### config.mk
export PLATFORM = sky130hd
export DESIGN_NAME = fp_div
export DESIGN_NICKNAME = d
export VERILOG_FILES = /design/src/rtl/fp_div.sv
export SDC_FILE = /design/constraint.sdc
export NUM_CORES = 1
export LEC_CHECK = 0
export CAP_MARGIN = 20
export CORE_AREA = 4 4 143 145
export CTS_CLUSTER_DIAMETER = 50
export DETAILED_ROUTE_END_ITERATION = 6
export DIE_AREA = 0 0 147 149
export GPL_TIMING_DRIVEN = 0
export SLEW_MARGIN = 20
export SYNTH_ARGS = -nofsm -noshare
export SYNTH_HDL_FRONTEND = slang
export SYNTH_SLANG_ARGS = --single-unit
### constraint.sdc
create_clock -name clk -period 7.59 [get_ports clk]
set_input_delay 1.518 -clock clk [delete_from_list [all_inputs] [get_ports clk]]
set_output_delay 1.518 -clock clk [all_outputs]
set_load 0.02 [all_outputs]
### src/rtl/fp_div.sv
// fp_div: iterative radix-2 restoring IEEE-754 divider (fp16/fp32/fp64) with RNE rounding
module grs_rounder #(
  parameter int W = 11
) (
  input  logic [W-1:0] mant,
  input  logic         g,
  input  logic         r,
  input  logic         s,
  output logic [W:0]   rounded
);
  assign rounded = {1'b0, mant} + (W+1)'(g & (r | s | mant[0]));
endmodule

module fp_div #(
  parameter int WIDTH = 16
) (
  input  logic             clk,
  input  logic             rst,
  input  logic             in_valid,
  output logic             in_ready,
  input  logic [WIDTH-1:0] a,
  input  logic [WIDTH-1:0] b,
  output logic             out_valid,
  input  logic             out_ready,
  output logic [WIDTH-1:0] result,
  output logic             div_by_zero
);
  localparam int EXP_W = WIDTH == 64 ? 11 : WIDTH == 32 ? 8 : 5;
  localparam int M = WIDTH - 1 - EXP_W;
  localparam int BIAS = (1 << (EXP_W - 1)) - 1;
  localparam int EW = EXP_W + 3;
  localparam logic [EXP_W-1:0] EMAX = '1;

  typedef enum logic [2:0] {IDLE, UNPACK, DIVIDE, ROUND, DONE} state_t;

  state_t state_q, state_d;
  logic in_ready_q, in_ready_d, out_valid_q, out_valid_d, dbz_q, dbz_d, sign_q, sign_d;
  logic [WIDTH-1:0] a_q, a_d, b_q, b_d, result_q, result_d;
  logic signed [EW-1:0] exp_q, exp_d;
  logic [M+1:0] rem_q, rem_d;
  logic [M:0] div_q, div_d;
  logic [M+2:0] q_q, q_d;
  logic [6:0] cnt_q, cnt_d;

  function automatic logic [6:0] lzc(input logic [M:0] x);
    lzc = 7'(M + 1);
    for (int i = 0; i <= M; i++) lzc = x[i] ? 7'(M - i) : lzc;
  endfunction

  logic sa, sb;
  logic [EXP_W-1:0] ea, eb;
  logic [M-1:0] fa, fb;
  assign {sa, ea, fa} = a_q;
  assign {sb, eb, fb} = b_q;

  logic a_zero, b_zero, a_inf, b_inf, a_nan, b_nan, is_nan, special, spec_dbz, lt;
  logic [WIDTH-1:0] spec_res;
  assign a_zero = ea == '0 && fa == '0;
  assign b_zero = eb == '0 && fb == '0;
  assign a_inf = ea == EMAX && fa == '0;
  assign b_inf = eb == EMAX && fb == '0;
  assign a_nan = ea == EMAX && fa != '0;
  assign b_nan = eb == EMAX && fb != '0;
  assign is_nan = a_nan | b_nan | (a_inf & b_inf) | (a_zero & b_zero);
  assign special = is_nan | a_inf | b_inf | a_zero | b_zero;
  assign spec_dbz = !is_nan && !a_inf && b_zero;
  assign spec_res = is_nan ? {1'b0, EMAX, 1'b1, (M-1)'(0)} :
                    (a_inf | b_zero) ? {sa ^ sb, EMAX, M'(0)} : {sa ^ sb, (WIDTH-1)'(0)};

  // Denormals are normalized so both significands carry a leading one
  logic [6:0] la, lb;
  logic [M:0] ma, mb;
  logic signed [EW-1:0] xa, xb, xe;
  assign la = lzc({|ea, fa});
  assign lb = lzc({|eb, fb});
  assign ma = {|ea, fa} << la;
  assign mb = {|eb, fb} << lb;
  assign xa = (ea == '0 ? EW'(1) : EW'(ea)) - EW'(la);
  assign xb = (eb == '0 ? EW'(1) : EW'(eb)) - EW'(lb);
  assign xe = xa - xb + EW'(BIAS);
  assign lt = ma < mb;

  logic ge;
  logic [M+1:0] rs;
  assign ge = rem_q >= {1'b0, div_q};
  assign rs = ge ? rem_q - {1'b0, div_q} : rem_q;

  logic uf, lost, ovf;
  logic signed [EW-1:0] ns, fe;
  logic [EW-1:0] sh;
  logic [M+2:0] shq;
  logic [M+1:0] rnd;
  logic [M-1:0] frac;
  logic [WIDTH-1:0] rnd_res;
  assign uf = exp_q[EW-1] || exp_q == '0;
  assign ns = EW'(1) - exp_q;
  assign sh = !uf ? '0 : ns > EW'(M + 3) ? EW'(M + 3) : ns;
  assign shq = q_q >> sh;
  assign lost = (shq << sh) != q_q;

  grs_rounder #(.W(M + 1)) u_rnd (
    .mant(shq[M+2:2]),
    .g(shq[1]),
    .r(shq[0]),
    .s(lost | (|rem_q)),
    .rounded(rnd)
  );

  // A denormal rounding up into the hidden bit lands on exponent 1 naturally
  assign fe = uf ? EW'(rnd[M]) : exp_q + EW'(rnd[M+1]);
  assign frac = rnd[M+1] ? rnd[M:1] : rnd[M-1:0];
  assign ovf = fe >= $signed({3'b000, EMAX});
  assign rnd_res = ovf ? {sign_q, EMAX, M'(0)} : {sign_q, fe[EXP_W-1:0], frac};

  always_comb begin
    state_d = state_q;
    a_d = a_q;
    b_d = b_q;
    result_d = result_q;
    dbz_d = dbz_q;
    sign_d = sign_q;
    exp_d = exp_q;
    rem_d = rem_q;
    div_d = div_q;
    q_d = q_q;
    cnt_d = cnt_q;
    case (state_q)
      IDLE: if (in_valid && in_ready_q) begin
        a_d = a;
        b_d = b;
        state_d = UNPACK;
      end
      UNPACK: begin
        sign_d = sa ^ sb;
        if (special) begin
          result_d = spec_res;
          dbz_d = spec_dbz;
          state_d = DONE;
        end else begin
          exp_d = xe - EW'(lt);
          rem_d = lt ? {ma, 1'b0} : {1'b0, ma};
          div_d = mb;
          q_d = '0;
          cnt_d = 7'(M + 3);
          state_d = DIVIDE;
        end
      end
      DIVIDE: begin
        rem_d = rs << 1;
        q_d = {q_q[M+1:0], ge};
        cnt_d = cnt_q - 7'd1;
        state_d = cnt_q == 7'd1 ? ROUND : DIVIDE;
      end
      ROUND: begin
        result_d = rnd_res;
        dbz_d = 1'b0;
        state_d = DONE;
      end
      DONE: state_d = out_valid_q && out_ready ? IDLE : DONE;
      default: state_d = IDLE;
    endcase
    // Specials reach DONE with out_valid low and raise it one edge later
    out_valid_d = state_q == ROUND || (state_q == DONE && !(out_valid_q && out_ready));
    in_ready_d = state_d == IDLE;
  end

  always_ff @(posedge clk or posedge rst) begin
    if (rst) begin
      state_q <= IDLE;
      in_ready_q <= 1'b0;
      out_valid_q <= 1'b0;
      result_q <= '0;
      dbz_q <= 1'b0;
      sign_q <= 1'b0;
      a_q <= '0;
      b_q <= '0;
      exp_q <= '0;
      rem_q <= '0;
      div_q <= '0;
      q_q <= '0;
      cnt_q <= '0;
    end else begin
      state_q <= state_d;
      in_ready_q <= in_ready_d;
      out_valid_q <= out_valid_d;
      result_q <= result_d;
      dbz_q <= dbz_d;
      sign_q <= sign_d;
      a_q <= a_d;
      b_q <= b_d;
      exp_q <= exp_d;
      rem_q <= rem_d;
      div_q <= div_d;
      q_q <= q_d;
      cnt_q <= cnt_d;
    end
  end

  assign in_ready = in_ready_q;
  assign out_valid = out_valid_q;
  assign result = result_q;
  assign div_by_zero = dbz_q;
endmodule

# --- Yosys cells after proc, flatten, opt, wreduce, memory -nomap -nowiden ---
# Index checks and enable logic that the tools add are counted.
word_totals:
  romBits: 0
  mem_count: 0
  ram_bits: 0
  ff_bits: 106
  latchBits: 0
classes:
  n_reduce_logical: 34
  bitwise_logic: 16
  n_mux: 48
  div_mod_pow: 0
  shift: 4
  addsub: 10
  n_eq_ne: 10
  n_lt_le_gt_ge: 4
  mul: 0
ops:
  columns: ["operator", "count"]
  rows:
  - ["two-way mux 4 bit", 16]
  - ["two-way mux 16 bit", 2]
  - ["case mux 16 bit (2 select lines)", 1]
  - ["two-way mux 15 bit", 2]
  - ["case mux 13 bit (2 select lines)", 1]
  - ["two-way mux 12 bit", 2]
  - ["two-way mux 8 bit", 3]
  - ["case mux 12 bit (2 select lines)", 1]
  - ["<< shifter 11 x 4 -> 11 bit", 2]
  - ["zero test 10 bit", 2]
  - ["nonzero test 10 bit", 2]
  - ["case mux 3 bit (5 select lines)", 1]
  - ["case mux 7 bit (2 select lines)", 1]
  - ["two-way mux 13 bit", 1]
  - ["!= test 13 bit", 1]
  - ["<< shifter 13 x 8 -> 13 bit", 1]
  - [">> shifter 13 x 8 -> 13 bit", 1]
  - ["adder 11 x 12 -> 12 bit", 1]
  - ["AND 1 x 12 -> 12 bit", 1]
  - [">= comparator 12 x 11 -> 1 bit", 1]
  - ["OR 12 x 1 -> 12 bit", 1]
  - ["OR reduction 12 bit", 1]
  - ["subtractor 5 x 4 -> 6 bit", 2]
  - ["logical AND 1 bit", 11]
  - ["36 further kinds", 68]

# --- Longest topological paths before layout ---
# Gate-level depths: netlist of run 1.
logic_depth:
  depth_word: 17
  depth_mapped: 35
  ltp_nobuf: 33

# --- Cells and area by module ---
# From an unflattened synthesis of run 1, not the netlist that was laid out.
unflattened:
  hier_cells: 1086
  area_unflattened_um2: 8891.0
modules_own_cells:
  columns: ["module", "n_inst", "cells_each", "area_each_um2", "seq_area_each_um2"]
  rows:
  - ["fp_div", 1, 1055, 8657.1, 2652.5]
  - ["grs_rounder", 1, 31, 234.0, 0.0]

# --- Worst setup path before layout of run 1 ---
# No wires, ideal clock.
synth_timing:
  kind: "register -> register"
  startpoint: "register a_q[14]"
  endpoint: "register exp_q[7]"
  path_stages_with_launch: 28
  path_slack_ns: 1.445
  setup_time_ns: 0.078
  arrival_ns: 6.067
  path_buffers: 1
  cell_sequence: "dfrtp_1 > or4_1 > nor3_1 > o31ai_1 > inv_1 > mux4_2 > nor2b_1 > a2111oi_0 > nor3_1 > ha_1 > nand4_1 > nor2_1 > nand3_1 > o211ai_1 > clkbuf_1 > inv_1 > ha_1 > inv_1 > ha_1 > ha_1 > fa_1 > a21oi_1 > nor2_1 > nor2_1 > nor3b_1 > a211oi_1 > a311oi_1 > a21oi_1"
synth_between:
  elab_chain_len: 11
  elab_cells_between_ends: 25
  cone_classes: "add/sub (4); order compare (1); eq/ne (1); shift (1); mux (2); bitwise (10); reduce/logical (6)"
synth_lines:
  columns: ["item", "line", "text"]
  rows:
  - ["start: declaration", "38", "logic [WIDTH-1:0] a_q, a_d, b_q, b_d, result_q, result_d;"]
  - ["start signal: assignment", "175", "a_q <= '0;"]
  - ["start signal: assignment", "189", "a_q <= a_d;"]
  - ["branches (longest 11 deep; another with adder 7 x 5 -> 8 bit)", null, null]
  - ["end signal: assignment", "191", "exp_q <= exp_d;"]
  - ["end: declaration", "39", "logic signed [EW-1:0] exp_q, exp_d;"]
# Several ways; the timed one is not identified.
# A chain may end at the register's enable or synchronous reset.

# --- Final worst setup path of run 1 ---
# Ends and elaborated chain as after synthesis.

==> impl_metrics.json, run 1 <==
{
  "cp_common_cell": "ha_1",
  "cpMaxStageDelayCell": "or4_1",
  "dieArea_sq_um": 21900,
  "met1_usage": 0.304,
  "port_buffers": 54,
  "stdcell_area_sq_um": 9940,
  "cp_num_cells": 27,
  "clock_latency_ns": 0.36,
  "core-area_sq_um": 19200,
  "htree_levels": 3,
  "tritoncts": "done",
  "clock_skew_ns": 0.0168,
  "cts_buffer_depth": 2,
  "post_drt_wl_per_cell_um": 18.7,
  "start_util": 0.453,
  "grt_first_pass_wirelength_um": 41900,
  "crit_path_max_fanout": 10,
  "areaGrowthSynthToFinish_pct": 14.2,
  "critPathBufInv": 4,
  "rsz0062_at_grt": "no",
  "period_needed_ns": 7.09,
  "diodes": 0,
  "layout-drive-gt1-share": 0.0726,
  "setup_tns_ns": 0,
  "fill_cells": 1905,
  "async_flop_share": 1.00,
  "cp.arrival_ns": 7.38,
  "grt_max_degree": 64,
  "ant_nets": 0,
  "reg2reg_depth": 27,
  "finalCritPeriodShare": 0.934,
  "clock-root-buffer": "clkbuf_16",
  "row_count": 51,
  "crit_type": "register to register",
  "antenna_found_initial": 0,
  "grt_pass1_vias": 7867,
  "vias": 8385,
  "synth_top_flop_cell": "dfrtp_1",
  "maxCapViolCount": 0,
  "num_io_pins": 55,
  "gp_congestion": 1.01,
  "max_freq_ghz": 0.141,
  "dieWidth_um": 147,
  "clk_pin_slew_ns": 0.08,
  "ys_seq_area_frac": 0.305,
  "critPathTopFamily": "compound AO/OA/AOI/OAI gates",
  "max_stage_delay_ns": 0.63,
  "hold_viol": 0,
  "wl_um": 26100,
  "setup_viol": 0,
  "dp_hpwl_um": 20000,
  "drv_slew": 0,
  "track_usage": 0.238,
  "place_area_sq_um": 9610,
  "synth.distinct_cells": 82,
  "worstMarginPinSlew_ns": 1.04,
  "use_met2": 0.396,
  "worstSetupStartpointType": "register",
  "hold_path_depth": 2,
  "viasPerCell": 6.02,
  "cts_buffers": 9,
  "gr-total-overflow": 0,
  "dr.first_iter.drc_count": 630,
  "fin_nets": 1215,
  "netlist_area_sq_um": 8700,
  "critPathCaptureType": "register",
  "cts.sinks": 106,
  "postSynthAreaPerCell_sq_um": 8.23,
  "slew-limit-headroom": 0.300,
  "route.detailed.drc": 0,
  "syn_inst": 1058,
  "firstDrtPassIters": 5,
  "hp-class": "register to register",
  "status": "finished, final reports clean",
  "worst_ep_required_time_ns": 7.88,
  "grt-busiest-layer": "met2",
  "synth_seq_cells": 106,
  "die_y_um": 149,
  "synth-edff-count": 0,
  "synthesis.nets": 1149,
  "met3_usage": 0.0319,
  "yosysWarningCount": 0,
  "holdBufCountCts": 0
}
[cell families after synthesis]
logic type | count (synthesis) | share of synthesized area
flip-flops | 106 | 0.305
multiplexers | 65 | 0.0814
AO/OA/AOI/OAI | 307 | 0.240
adder cells (fa/ha/maj) | 55 | 0.0842
buffers and inverters | 120 | 0.0545
AND/OR/NAND/NOR | 376 | 0.206
other | 1 | 0.000431
XOR/XNOR | 28 | 0.0282
[path summary, 6_finish.rpt]
kind                           start  slack [ns]        end
min reg2reg                div_q[10]        0.45  div_q[10]
min                        div_q[10]        0.45  div_q[10]
min in group asynchronous        rst        1.53  result[3]
max in group asynchronous        rst        5.36    q_q[11]
max                          a_q[14]        0.50   exp_q[7]
max reg2reg                  a_q[14]        0.50   exp_q[7]
[through the flow]
step	hold slack [ns]	cells	util	setup slack [ns]
finish	0.451	1394	0.518	0.501
global route	0.484	1394	0.518	0.0135
CTS	0.453	1394	0.517	0.319
detailed placement	0.438	1378	0.501	0.329
global placement	0.432	1377	0.499	0.282
floorplan	0.418	1058	-	1.45
[cell type report]
type	instances	area [sq um]	share of cell area
plain buffers	64	264	0.0266
clock buffers	12	246	0.0248
clock inverters	4	75.1	0.00755
inverters	56	215	0.0216
multi-input cells	832	5590	0.562
flip-flops and latches	106	2650	0.267
well taps	265	332	0.0333
repair buffers	55	568	0.0571
[timing repair]
| item | in CTS | in global routing |
|---|---|---|
| setup buffers | 0 | 0 |
| setup endpoints to repair | 0 | 1 |
| gates resized for setup | 0 | 2 |
[sequential cells by signal (all words and copies together) (netlist names), 3 cells and up]
register  cells
a_q          16
b_q          16
q_q          13
exp_q         8
div_q        11
result       16
cnt_q         7
state_q       3
rem_q        12
[worst min-delay path: stages (launching register included)]
cell     delay [ns]
dfrtp_1        0.32
inv_1          0.05
nand2_1        0.05
[per-layer routing]
layer,part of all wire,wire (um)
met1,0.42,11100
met2,0.46,12100
met3,0.063,1630
met4,0.049,1270
met5,0,0
[cell usage in the layout, fill, tap and decap left out, drive strengths merged, types with 6 or more instances in the layout]
master / synthesis / layout
o21a: 6 / 6
a31oi: 14 / 14
o21ai: 91 / 91
ha: 49 / 49
a2111oi: 7 / 7
o211ai: 13 / 13
nor3: 32 / 32
a21oi: 52 / 52
a211oi: 17 / 17
a22oi: 11 / 11
nor2b: 9 / 9
mux2: 33 / 33
inv: 56 / 56
clkbuf: 50 / 62
xor2: 10 / 10
buf: 14 / 15
o31ai: 11 / 11
fa: 6 / 6
nand2b: 13 / 13
nor2: 91 / 91
dfrtp: 106 / 106
xnor2: 18 / 18
nor4: 11 / 11
a21o: 14 / 14
and3: 8 / 8
a211o: 6 / 6
clkdlybuf4s50: 0 / 54
nand4: 11 / 11
nand2: 128 / 128
mux2i: 31 / 31
nand3: 38 / 38
or3: 7 / 7
a221oi: 7 / 7
[synthesized netlist by cell type, types with 4 or more instances]
cell type / instances / area (sq um)
a2111oi_0: 6 / 52.6
a211o_1: 6 / 52.6
a211oi_1: 17 / 128
a21o_1: 14 / 105
a21oi_1: 52 / 260
a221o_1: 4 / 40.0
a221oi_1: 7 / 61.3
a22o_1: 4 / 35.0
a22oi_1: 10 / 75.1
a31oi_1: 14 / 87.6
a41o_1: 4 / 40.0
and2_1: 4 / 25.0
and3_1: 8 / 50.1
buf_1: 5 / 18.8
buf_2: 7 / 35.0
clkbuf_1: 50 / 188
dfrtp_1: 106 / 2650
fa_1: 6 / 120
ha_1: 49 / 613
inv_1: 56 / 210
mux2_2: 33 / 372
mux2i_1: 30 / 300
nand2_1: 128 / 480
nand2b_1: 12 / 75.1
nand3_1: 38 / 190
nand4_1: 11 / 68.8
nor2_1: 91 / 342
nor2b_1: 9 / 56.3
nor3_1: 31 / 155
nor3b_1: 4 / 30.0
nor4_1: 10 / 62.6
o211ai_1: 13 / 97.6
o21a_1: 6 / 45.0
o21ai_0: 85 / 425
o21bai_1: 5 / 37.5
o22ai_1: 5 / 31.3
o311a_1: 4 / 40.0
o31ai_1: 10 / 75.1
or3_1: 7 / 43.8
or4_1: 4 / 30.0
xnor2_1: 18 / 158
xor2_1: 10 / 87.6
Power of run 1 is left out: the tool's default activity adds up to more than one toggle a clock period on the data nets, which glitch-free logic cannot reach.
==> run 2: changes to the inputs <==
==> constraint.sdc (replaced) <==
create_clock -name clk -period 7.59 [get_ports clk]
set_input_delay 1.518 -clock clk [delete_from_list [all_inputs] [get_ports clk]]
set_output_delay 1.518 -clock clk [all_outputs]
set_load 0.005 [all_outputs]
==> results of run 2 <==
No change in the layout: final DEF, timing and power equal those of run 1.
Power of run 2 is left out for the same reason.
==> run 3: changes to the inputs <==
--- a/config.mk
+++ b/config.mk
@@ -11,6 +11,7 @@
 export DETAILED_ROUTE_END_ITERATION = 6
 export DIE_AREA = 0 0 147 149
 export GPL_TIMING_DRIVEN = 0
+export MAX_ROUTING_LAYER = met4
 export SLEW_MARGIN = 20
 export SYNTH_ARGS = -nofsm -noshare
 export SYNTH_HDL_FRONTEND = slang
==> impl_metrics.json, run 3 (same netlist as run 1, synthesis figures left out) <==
{
  "status": "finished, final reports clean",
  "wl_um": 27200,
  "diodes": 0,
  "postLayoutCoreUtil": 0.516,
  "combPwrFrac": 0.710,
  "slew-limit-headroom": 0.272,
  "grt_max_degree": 59,
  "finalCritPeriodShare": 0.914,
  "ant_nets": 0,
  "gr-total-overflow": 0,
  "postCtsResizedCells": 0,
  "dp_hpwl_um": 21300,
  "cts_buffers": 9,
  "wl_met2_um": 13200,
  "rr_endpoint": "exp_q[7]",
  "cp_num_cells": 27,
  "areaGrowthSynthToFinish_pct": 14.0,
  "swShare": 0.519,
  "die_y_um": 149,
  "cts_buffer_depth": 2,
  "crit_path_end": "exp_q[7]",
  "layout_common_cells": "nand2_1 (128), dfrtp_1 (106), nor2_1 (90), o21ai_0 (85), inv_1 (55)",
  "cp_common_cell": "ha_1",
  "cp.arrival_ns": 7.22,
  "setup_tns_ns": 0,
  "row_count": 51,
  "reg2reg_slack_ns": 0.65,
  "worst_ep_required_time_ns": 7.87,
  "leakage_nw": 4.17,
  "ir_drop_v": 0.000194,
  "worst_r2r_startpoint": "a_q[14]",
  "worstSetupStartpointType": "register",
  "setup_viol": 0,
  "period_needed_ns": 6.94,
  "core-area_sq_um": 19200,
  "clkPwrFrac": 0.087,
  "p_total_mw": 5.43,
  "reg2reg_depth": 27,
  "route.detailed.drc": 0,
  "fin_nets": 1215,
  "p_int_mw": 2.61,
  "dieWidth_um": 147,
  "hp-class": "register to register",
  "wl_met3_um": 1170,
  "viasPerCell": 5.97,
  "layout-drive-gt1-share": 0.0753,
  "gp_congestion": 1.01,
  "drv_slew": 0,
  "clock_skew_ns": 0.0129,
  "top_layer_used": "met4",
  "crit_path_max_fanout": 10,
  "critPathCaptureType": "register",
  "powerDensity_nw_per_um2": 547,
  "cpMaxStageDelayCell": "or4_1",
  "holdBufCountCts": 0,
  "cts.sinks": 106,
  "mostFrequentLayoutCell": "nand2_1",
  "grt_first_pass_wirelength_um": 43500,
  "rsz0062_at_grt": "no",
  "place_area_sq_um": 9610,
  "critPathTopFamily": "simple AND/OR/NAND/NOR gates",
  "tritoncts": "done",
  "grt_pass1_vias": 7984,
  "timing.hold.ws_ns": 0.454,
  "critPathBufInv": 4,
  "vias": 8321,
  "clock-root-buffer": "clkbuf_16",
  "antenna_found_initial": 0,
  "port_buffers": 54,
  "worstMarginPinSlew_ns": 1.08,
  "firstDrtPassIters": 6,
  "max_stage_delay_ns": 0.62,
  "power_switching_mw": 2.81,
  "crit_type": "register to register",
  "htree_levels": 3,
  "dieArea_sq_um": 21900,
  "stdcell_area_sq_um": 9920,
  "hold_viol": 0,
  "max_freq_ghz": 0.144,
  "start_util": 0.453,
  "postCtsSetupRepairBufs": 0,
  "clk_pin_slew_ns": 0.08,
  "worstSetupStartpoint": "a_q[14]",
  "num_io_pins": 55,
  "clock_latency_ns": 0.36,
  "maxCapViolCount": 0,
  "dr.first_iter.drc_count": 575,
  "wl_met1_um": 11600,
  "seqPwrFrac": 0.203,
  "track_usage": 0.256,
  "post_drt_wl_per_cell_um": 19.5
}
==> run 3: cell types whose count changed in the layout (fill, tap and decap cells not counted) <==
cell,before,now
clkbuf_8,1,2
clkbuf_1,52,49
clkbuf_2,0,1
bufinv_16,2,0
inv_8,0,1
inv_6,1,3
==> run 3: through the flow <==
| stage | instances | setup WS (ns) |
|---|---|---|
| after detailed placement | 1378 | 0.404 |
| after global placement | 1377 | 0.361 |
| after global routing | 1394 | 0.0621 |
| after floorplan | 1058 | 1.45 |
| after CTS | 1394 | 0.354 |
| final | 1394 | 0.653 |
==> run 3: layout make-up <==
class	instances	area [sq um]
Buffer	64	265
Clock buffer	11	253
Clock inverter	5	43.8
Fill cell	1915	9290
Inverter	56	215
Multi-Input combinational cell	832	5590
Sequential cell	106	2650
Tap cell	265	332
Timing Repair Buffer	55	568
==> run 3: power groups by stage <==
| stage | clock network (mW) | registers [mW] | logic, mW |
|---|---|---|---|
| after floorplan | 0 | 1.02 | 2.86 |
| after global placement | 0 | 1.10 | 3.80 |
| after detailed placement | 0 | 1.11 | 3.81 |
| after CTS | 0.490 | 1.10 | 3.83 |
| after global routing | 0.512 | 1.14 | 4.29 |
| final | 0.473 | 1.10 | 3.85 |
==> run 3: worst min-delay path by stage <==
stage | start | end | slack [ns] | depth (start not counted)
3_5_place_dp | div_q[10] | div_q[10] | 0.45 | 2
6_report | div_q[10] | div_q[10] | 0.45 | 2
3_3_place_gp | div_q[10] | div_q[10] | 0.44 | 2
2_1_floorplan | div_q[10] | div_q[10] | 0.42 | 2
5_1_grt | div_q[10] | div_q[10] | 0.51 | 2
4_1_cts | div_q[10] | div_q[10] | 0.46 | 2
==> run 3: worst register-to-register path, stage by stage (launching register included) <==
cell,delay [ns]
dfrtp_1,0.44
or4_1,0.62
nor3_2,0.35
o31ai_2,0.29
inv_1,0.22
mux4_2,0.34
nor2b_1,0.14
a2111oi_0,0.44
nor3_1,0.18
ha_1,0.33
nand4_1,0.10
nor2_1,0.15
nand3_1,0.09
o211ai_1,0.50
clkbuf_1,0.43
inv_1,0.19
ha_1,0.32
inv_1,0.04
ha_1,0.17
ha_1,0.21
fa_1,0.41
a21oi_1,0.15
nor2_1,0.05
nor2_1,0.15
nor3b_1,0.07
a211oi_1,0.22
a311oi_1,0.10
a21oi_1,0.15
==> run 3: layer usage <==
metal / vias up / global-route usage
met2: 273 / 0.428
li1: 3993 / -
met1: 3988 / 0.314
met4: 0 / 0.113
met5: - / -
met3: 67 / 0.0280
Note: power is estimated with default switching activity, not from simulation.
